## config.mk

```make
export PLATFORM = sky130hd
export DESIGN_NAME = axis_multi_splitter_flat
export DESIGN_NICKNAME = d
export VERILOG_FILES = /design/src/rtl/axis_multi_splitter_pkg.sv /design/src/rtl/axis_multi_splitter_if.sv /design/src/rtl/axis_register_slice.sv /design/src/rtl/axis_multi_splitter.sv /design/src/flat_wrapper.sv
export SDC_FILE = /design/constraint.sdc
export NUM_CORES = 1
export LEC_CHECK = 0
export CORE_MARGIN = 2
export CORE_UTILIZATION = 52
export CTS_CLUSTER_DIAMETER = 100
export DETAILED_ROUTE_END_ITERATION = 8
export HOLD_SLACK_MARGIN = 0.06
export PLACE_DENSITY = 0.91
export SYNTH_ARGS = -nofsm -noshare
export SYNTH_HDL_FRONTEND = slang
export SYNTH_SLANG_ARGS = --single-unit
```

## constraint.sdc

```tcl
create_clock -name clk -period 6.7 [get_ports clk]
set_clock_uncertainty 0.2 [all_clocks]
set_input_delay 0.67 -clock clk [delete_from_list [all_inputs] [get_ports clk]]
set_output_delay 0.67 -clock clk [all_outputs]
set_load 0.005 [all_outputs]
```

## src/rtl/axis_multi_splitter_pkg.sv

```systemverilog
// Shared types and helpers for axis_multi_splitter: segment index, control state,
// and the zero-length-skipping segment search.
package axis_multi_splitter_pkg;

    localparam int SPLIT_OUTPUTS    = 3;
    localparam int SPLIT_LEN_WIDTH  = 8;
    localparam int SPLIT_SEG_WIDTH  = $clog2(SPLIT_OUTPUTS);
    localparam int SPLIT_LENS_WIDTH = (SPLIT_OUTPUTS - 1) * SPLIT_LEN_WIDTH;

    typedef logic [SPLIT_SEG_WIDTH-1:0] seg_t;

    typedef enum logic {
        IDLE,
        BUSY
    } state_t;

    localparam seg_t LAST_SEG = seg_t'(SPLIT_OUTPUTS - 1);

    // Lowest segment at or after cur with a nonzero length; the open-ended last port otherwise.
    function automatic seg_t next_nonzero_seg(
        input logic [SPLIT_LENS_WIDTH-1:0] lens,
        input seg_t                        cur
    );
        seg_t result;
        logic found;
        result = LAST_SEG;
        found  = 1'b0;
        for (int k = 0; k < SPLIT_OUTPUTS - 1; k++) begin
            if (!found && k >= int'(cur) &&
                lens[k*SPLIT_LEN_WIDTH +: SPLIT_LEN_WIDTH] != '0) begin
                result = seg_t'(k);
                found  = 1'b1;
            end
        end
        return result;
    endfunction

endpackage

```

## src/rtl/axis_multi_splitter_if.sv

```systemverilog
// AXI-Stream bundle with LANES parallel channels sharing one parameter set;
// LANES=1 for a single stream, LANES=N for a demuxed port group.
interface axis_multi_splitter_if #(
    parameter int DATA_BYTES = 1,
    parameter int USER_BITS  = 1,
    parameter int LANES      = 1
);
    logic [LANES-1:0]              tvalid;
    logic [LANES-1:0]              tready;
    logic [LANES-1:0]              tlast;
    logic [LANES*DATA_BYTES*8-1:0] tdata;
    logic [LANES*USER_BITS-1:0]    tuser;

    modport master (output tvalid, tlast, tdata, tuser, input tready);
    modport slave  (input tvalid, tlast, tdata, tuser, output tready);
endinterface

```

## src/rtl/axis_register_slice.sv

```systemverilog
// Generic pipeline register slice for a valid/ready stream: one cycle latency,
// full throughput, ready passes back combinationally from the downstream side.
module axis_register_slice #(
    parameter int WIDTH = 8
) (
    input  logic             clk,
    input  logic             sresetn,
    input  logic             src_valid,
    output logic             src_ready,
    input  logic [WIDTH-1:0] src_data,
    output logic             dst_valid,
    input  logic             dst_ready,
    output logic [WIDTH-1:0] dst_data
);
    logic             valid_reg;
    logic [WIDTH-1:0] data_reg;

    assign src_ready = !valid_reg || dst_ready;
    assign dst_valid = valid_reg;
    assign dst_data  = data_reg;

    always_ff @(posedge clk) begin
        if (!sresetn) begin
            valid_reg <= 1'b0;
        end else if (src_ready) begin
            valid_reg <= src_valid;
        end
    end

    // Payload needs no reset; it is only observed while valid_reg is set.
    always_ff @(posedge clk) begin
        if (src_valid && src_ready) begin
            data_reg <= src_data;
        end
    end

endmodule

```

## src/rtl/axis_multi_splitter.sv

```systemverilog
// Splits each input packet into consecutive per-port segments with runtime lengths.
// Define AXIS_MULTI_SPLITTER_ERR_EN to add the err_short / err_count short-packet outputs.
module axis_multi_splitter
    import axis_multi_splitter_pkg::*;
#(
    parameter int AXIS_BYTES     = 1,
    parameter int AXIS_USER_BITS = 1,
    parameter int NUM_OUTPUTS    = axis_multi_splitter_pkg::SPLIT_OUTPUTS,
    parameter int LEN_WIDTH      = axis_multi_splitter_pkg::SPLIT_LEN_WIDTH
) (
    input  logic                                 clk,
    input  logic                                 sresetn,
    axis_multi_splitter_if.slave                 axis_i,
    axis_multi_splitter_if.master                axis_o,
    input  logic [(NUM_OUTPUTS-1)*LEN_WIDTH-1:0] cfg_seg_len
`ifdef AXIS_MULTI_SPLITTER_ERR_EN
    ,
    output logic                                 err_short,
    output logic [15:0]                          err_count
`endif
);
    localparam int LW      = LEN_WIDTH;
    localparam int LENS_W  = (NUM_OUTPUTS - 1) * LEN_WIDTH;
    localparam int DW      = AXIS_BYTES * 8;
    localparam int UW      = AXIS_USER_BITS;
    localparam int SW      = $bits(seg_t);
    localparam int PW      = DW + UW + 1 + SW;

    logic              rdy_en_reg;
    state_t            state_reg, state_next;
    seg_t              seg_reg, seg_next;
    logic [LW-1:0]     cnt_reg, cnt_next;
    logic [LENS_W-1:0] lens_reg, lens_next;

    logic [LENS_W-1:0] lens_cur;
    seg_t              seg_cur;
    logic [LW-1:0]     len_arr [NUM_OUTPUTS];
    logic              seg_end, accept, in_last;

    logic              src_valid, src_ready, dst_valid, dst_ready;
    logic [PW-1:0]     src_data, dst_data;
    logic [DW-1:0]     held_data;
    logic [UW-1:0]     held_user;
    logic              held_last;
    seg_t              held_seg;

    genvar gi;

    // Between packets the live config drives the first beat; afterwards the latched copy.
    always_comb begin
        lens_cur = (state_reg == IDLE) ? cfg_seg_len : lens_reg;
        seg_cur  = (state_reg == IDLE) ? next_nonzero_seg(cfg_seg_len, '0) : seg_reg;
    end

    generate
        for (gi = 0; gi < NUM_OUTPUTS; gi++) begin : g_len
            if (gi < NUM_OUTPUTS - 1) begin : g_sized
                assign len_arr[gi] = lens_cur[gi*LW +: LW];
            end else begin : g_open
                assign len_arr[gi] = '0;
            end
        end
    endgenerate

    assign in_last   = axis_i.tlast[0];
    assign src_valid = axis_i.tvalid[0] && rdy_en_reg && sresetn;
    assign accept    = src_valid && src_ready;
    assign seg_end   = (seg_cur != LAST_SEG) &&
                       (({1'b0, cnt_reg} + 1'b1) == {1'b0, len_arr[seg_cur]});

    assign axis_i.tready[0] = src_ready && rdy_en_reg && sresetn;

    always_comb begin
        state_next = state_reg;
        seg_next   = seg_reg;
        cnt_next   = cnt_reg;
        lens_next  = lens_reg;
        if (accept) begin
            if (state_reg == IDLE) begin
                lens_next = cfg_seg_len;
            end
            if (in_last) begin
                state_next = IDLE;
                seg_next   = next_nonzero_seg(lens_cur, '0);
                cnt_next   = '0;
            end else if (seg_end) begin
                state_next = BUSY;
                seg_next   = next_nonzero_seg(lens_cur, seg_t'(seg_cur + seg_t'(1)));
                cnt_next   = '0;
            end else begin
                state_next = BUSY;
                seg_next   = seg_cur;
                cnt_next   = cnt_reg + 1'b1;
            end
        end
    end

    always_ff @(posedge clk) begin
        if (!sresetn) begin
            rdy_en_reg <= 1'b0;
            state_reg  <= IDLE;
            seg_reg    <= '0;
            cnt_reg    <= '0;
            lens_reg   <= '0;
        end else begin
            rdy_en_reg <= 1'b1;
            state_reg  <= state_next;
            seg_reg    <= seg_next;
            cnt_reg    <= cnt_next;
            lens_reg   <= lens_next;
        end
    end

    assign src_data = {axis_i.tdata, axis_i.tuser, in_last || seg_end, seg_cur};

    axis_register_slice #(
        .WIDTH(PW)
    ) u_slice (
        .clk       (clk),
        .sresetn   (sresetn),
        .src_valid (src_valid),
        .src_ready (src_ready),
        .src_data  (src_data),
        .dst_valid (dst_valid),
        .dst_ready (dst_ready),
        .dst_data  (dst_data)
    );

    assign {held_data, held_user, held_last, held_seg} = dst_data;
    assign dst_ready = axis_o.tready[held_seg];

    // One shared slice; the registered port index picks which valid bit is raised.
    generate
        for (gi = 0; gi < NUM_OUTPUTS; gi++) begin : g_out
            assign axis_o.tvalid[gi]          = dst_valid && (held_seg == seg_t'(gi));
            assign axis_o.tlast[gi]           = held_last;
            assign axis_o.tdata[gi*DW +: DW]  = held_data;
            assign axis_o.tuser[gi*UW +: UW]  = held_user;
        end
    endgenerate

`ifdef AXIS_MULTI_SPLITTER_ERR_EN
    logic        err_short_reg;
    logic [15:0] err_count_reg;
    logic        short_hit;

    assign short_hit = accept && in_last && (seg_cur != LAST_SEG);

    always_ff @(posedge clk) begin
        if (!sresetn) begin
            err_short_reg <= 1'b0;
            err_count_reg <= '0;
        end else begin
            err_short_reg <= short_hit;
            if (short_hit && err_count_reg != 16'hFFFF) begin
                err_count_reg <= err_count_reg + 16'd1;
            end
        end
    end

    assign err_short = err_short_reg;
    assign err_count = err_count_reg;
`endif

endmodule

```

## src/flat_wrapper.sv

```systemverilog
// flat-port wrapper written by rule: the top's interface ports become plain ports
module axis_multi_splitter_flat import axis_multi_splitter_pkg::*;
#(
    parameter int AXIS_BYTES     = 1,
    parameter int AXIS_USER_BITS = 1,
    parameter int NUM_OUTPUTS    = axis_multi_splitter_pkg::SPLIT_OUTPUTS,
    parameter int LEN_WIDTH      = axis_multi_splitter_pkg::SPLIT_LEN_WIDTH
)
  (clk, sresetn, cfg_seg_len, axis_i_tvalid, axis_i_tlast, axis_i_tdata, axis_i_tuser, axis_i_tready, axis_o_tvalid, axis_o_tlast, axis_o_tdata, axis_o_tuser, axis_o_tready);
  axis_multi_splitter_if #(.DATA_BYTES(1), .USER_BITS(1), .LANES(1)) axis_i_i ();
  axis_multi_splitter_if #(.DATA_BYTES(1), .USER_BITS(1), .LANES((3))) axis_o_i ();
  input  logic clk;
  input  logic sresetn;
  input  logic [(NUM_OUTPUTS-1)*LEN_WIDTH-1:0] cfg_seg_len;
  input wire logic [$bits(axis_i_i.tvalid)-1:0] axis_i_tvalid;
  input wire logic [$bits(axis_i_i.tlast)-1:0] axis_i_tlast;
  input wire logic [$bits(axis_i_i.tdata)-1:0] axis_i_tdata;
  input wire logic [$bits(axis_i_i.tuser)-1:0] axis_i_tuser;
  output wire logic [$bits(axis_i_i.tready)-1:0] axis_i_tready;
  output wire logic [$bits(axis_o_i.tvalid)-1:0] axis_o_tvalid;
  output wire logic [$bits(axis_o_i.tlast)-1:0] axis_o_tlast;
  output wire logic [$bits(axis_o_i.tdata)-1:0] axis_o_tdata;
  output wire logic [$bits(axis_o_i.tuser)-1:0] axis_o_tuser;
  input wire logic [$bits(axis_o_i.tready)-1:0] axis_o_tready;
  assign axis_i_i.tvalid = axis_i_tvalid;
  assign axis_i_i.tlast = axis_i_tlast;
  assign axis_i_i.tdata = axis_i_tdata;
  assign axis_i_i.tuser = axis_i_tuser;
  assign axis_i_tready = axis_i_i.tready;
  assign axis_o_tvalid = axis_o_i.tvalid;
  assign axis_o_tlast = axis_o_i.tlast;
  assign axis_o_tdata = axis_o_i.tdata;
  assign axis_o_tuser = axis_o_i.tuser;
  assign axis_o_i.tready = axis_o_tready;
  axis_multi_splitter #(.AXIS_BYTES(AXIS_BYTES), .AXIS_USER_BITS(AXIS_USER_BITS), .NUM_OUTPUTS(NUM_OUTPUTS), .LEN_WIDTH(LEN_WIDTH)) u_core (.clk(clk), .sresetn(sresetn), .axis_i(axis_i_i), .axis_o(axis_o_i), .cfg_seg_len(cfg_seg_len));
endmodule
```

==> results_dict.tcl <==
set metrics [dict create \
    setup_viol 0 \
    drv_cap 0 \
    ys_ff_latch 41 \
    cts_buffers 5 \
    worstMarginPinSlew_ns 0.924 \
    vdd_drop_max_v 0.0000937 \
    postRouteWirelength_mm 5.90 \
    dr_total_vias 2182 \
    final_antenna_net_count 0 \
    grt_use_met2_pct 38.6 \
    synthAdderAreaFrac_pct 1.52 \
    critPathMaxFanout 22 \
    clk_pin_slew_ns 0.08 \
    synthFlopType "dfxtp_1" \
    area_delta_synth_final_pct 21.6 \
    synth.mux.area_fraction_pct 6.37 \
    cts_setup_buffers 0 \
    final_common_cell "clkdlybuf4s50_1" \
    synth_compound_area_share_pct 17.8 \
    start_util_pct 53.1 \
    hp-class "flop to flop" \
    track_usage_pct 22.6 \
    io_pins 66 \
    worstHoldEndpoint "u_core.lens_reg[10]$_SDFFE_PN0P_" \
    ys_types 53 \
    synth-simple-area-share_pct 17.9 \
    rrSetupSlack_ns 3.50 \
    slew_headroom_pct 38.1 \
    drc 0 \
    leakagePower_nw 1.06 \
    dr.first_iter.drc_count 199 \
    root_buffer "clkbuf_8" \
    status "completed" \
    postSynthAreaPerCell_um2 9.20 \
    use_met1_pct 26.9 \
    end_kind "flop" \
    r2r_end "u_core.lens_reg[3]$_SDFFE_PN0P_" \
    startpoint_type "primary input" \
    worstPathArrival_ns 3.48 \
    io_buffers 65 \
    hold_viol 0 \
    place.gp.congestion 0.946 \
    die_width_um 73.0 \
    tns_ns 0 \
    rsz0062_at_grt "false" \
    cts.sinks 41 \
    worstSkewPairLatency_ns 0.30 \
    dp_cells 348 \
    antenna_found_initial 0 \
    hp-start "u_core.lens_reg[10]$_SDFFE_PN0P_" \
    drv_slew 0 \
    post_drt_wl_per_cell_um 16.6 \
    core_um2 4660 \
    dp_hpwl_mm 4.35 \
    clockBufferDepth 2 \
    drive_above_1_share_pct 5.63 \
    synth_top_family_by_area "simple AND/OR/NAND/NOR gates" \
    syn_nets 304 \
    top_usage_layer "met2" \
    reg2reg_from "u_core.u_slice.dst_data[0]$_DFFE_PP_" \
    reg2regPathDepth 8 \
    synthArstFlopShare_pct 0 \
    grt_pass1_vias 1966 \
    cts_tree "built" \
    synth-warning-count 0 \
    nNetsFinal 336 \
    power.density_nw_per_um2 180 \
    synth_edf_count 12 \
    cts_resized 0 \
    vias_per_cell 6.13 \
    required_ns 6.69 \
    postCtsHoldBufs 0 \
    netlist_area_um2 2470 \
    h-tree-depth 2 \
    firstDrtPassIters 6 \
    n_antenna_cell 0 \
    final_cell_mix "clkdlybuf4s50_1 (65), dfxtp_1 (29), nand2_1 (26), a21oi_1 (17), o21ai_0 (16)" \
    stdcell_count 356 \
    synth_xor_area_share_pct 5.66 \
    dieArea_um2 5330 \
    path_class "primary input to flop" \
    min_path_cells 2 \
    synth-seq-area-share_pct 38.0 \
    met3_usage_pct 5.52 \
    max_freq_mhz 286 \
    die_y_um 73.0 \
    grt_pass1_wl_mm 9.29 \
    rows 25 \
    fin_crit_ns 3.50 \
    grt_max_degree 38 \
    min_period_over_period_pct 52.2 \
    grt_overflow 0 \
    largest_reg_flops 16 \
    synthCells 269 \
]
[critical path, cell delays in order]
cell and delay [ns]:
clkdlybuf4s50_1 0.46, mux2i_1 0.08, o211ai_1 0.22, and3_1 0.22
nand2_1 0.37, inv_1 0.73, nor2_1 0.27, a21o_1 0.27
a22o_1 0.19
[how the worst max path moves through the flow]
| stage | start | end | slack [ns] |
|---|---|---|---|
| floorplan | cfg_seg_len[2] | u_core.seg_reg[1]$_SDFFE_PN0P_ | 3.91 |
| global placement | axis_o_tready[1] | u_core.lens_reg[1]$_SDFFE_PN0P_ | 3.06 |
| detailed placement | axis_o_tready[1] | u_core.lens_reg[2]$_SDFFE_PN0P_ | 2.86 |
| CTS | axis_o_tready[1] | u_core.lens_reg[2]$_SDFFE_PN0P_ | 3.14 |
| global route | axis_o_tready[1] | u_core.lens_reg[3]$_SDFFE_PN0P_ | 2.91 |
| finish | axis_o_tready[1] | u_core.lens_reg[3]$_SDFFE_PN0P_ | 3.20 |
[final cells by class]
| type | instances | area (µm²) |
|---|---|---|
| clock buffers | 6 | 72.6 |
| clock inverters | 2 | 33.8 |
| fillers | 355 | 1650 |
| inverters | 5 | 18.8 |
| multi-input cells | 182 | 1220 |
| flip-flops and latches | 41 | 941 |
| well taps | 54 | 67.6 |
| repair buffers | 66 | 658 |
[through the flow]
| step | util [%] | total power [mW] | setup slack, ns | area [µm²] | hold slack, ns |
|---|---|---|---|---|---|
| floorplan | - | 0.318 | 3.91 | 2470 | 0.258 |
| global placement | 62.3 | 0.349 | 3.06 | 2900 | 0.278 |
| detailed placement | 62.3 | 0.352 | 2.86 | 2900 | 0.286 |
| CTS | 64.6 | 0.542 | 3.14 | 3010 | 0.298 |
| global route | 64.6 | 0.558 | 2.91 | 3010 | 0.331 |
| finish | 64.6 | 0.542 | 3.20 | 3010 | 0.299 |
[synthesized netlist by cell type (3+ instances only)]
master / instances / area, µm²
a22oi_1: 3 / 22.5
a21oi_1: 17 / 85.1
nand2_1: 26 / 97.6
buf_4: 30 / 225
clkbuf_1: 4 / 15.0
a21o_1: 3 / 22.5
a22o_1: 4 / 35.0
dfxtp_1: 29 / 581
mux2i_1: 9 / 90.1
edfxtp_1: 12 / 360
o2bb2ai_1: 4 / 35.0
xor2_1: 9 / 78.8
inv_1: 4 / 15.0
ha_1: 3 / 37.5
xnor2_1: 7 / 61.3
and3_1: 5 / 31.3
o21ai_0: 16 / 80.1
nor4_1: 4 / 25.0
mux2_2: 5 / 56.3
nor3_1: 3 / 15.0
nor2_1: 15 / 56.3
nand3_1: 8 / 40.0
nand4b_1: 3 / 26.3
a31oi_1: 5 / 31.3
buf_2: 4 / 20.0
[kinds of logic after synthesis]
logic type,after synthesis
compound gates,66
xor+xnor,16
fa+ha+maj,3
buf+inv,46
flops,41
mux,15
simple gates,82
[layer usage]
metal | routed length (µm) | up-vias
met5 | 0 | -
met2 | 2950 | 115
li1 | - | 1021
met1 | 2280 | 1022
met4 | 176 | 0
met3 | 499 | 24
[power by group]
part	internal (mW)	leakage, nW	switching [mW]	total, mW
combinational	0.0423	0.661	0.0358	0.0780
clock	0.110	0.0528	0.0842	0.194
sequential	0.263	0.347	0.00661	0.270
No activity file was read; power rests on OpenSTA's default activity.
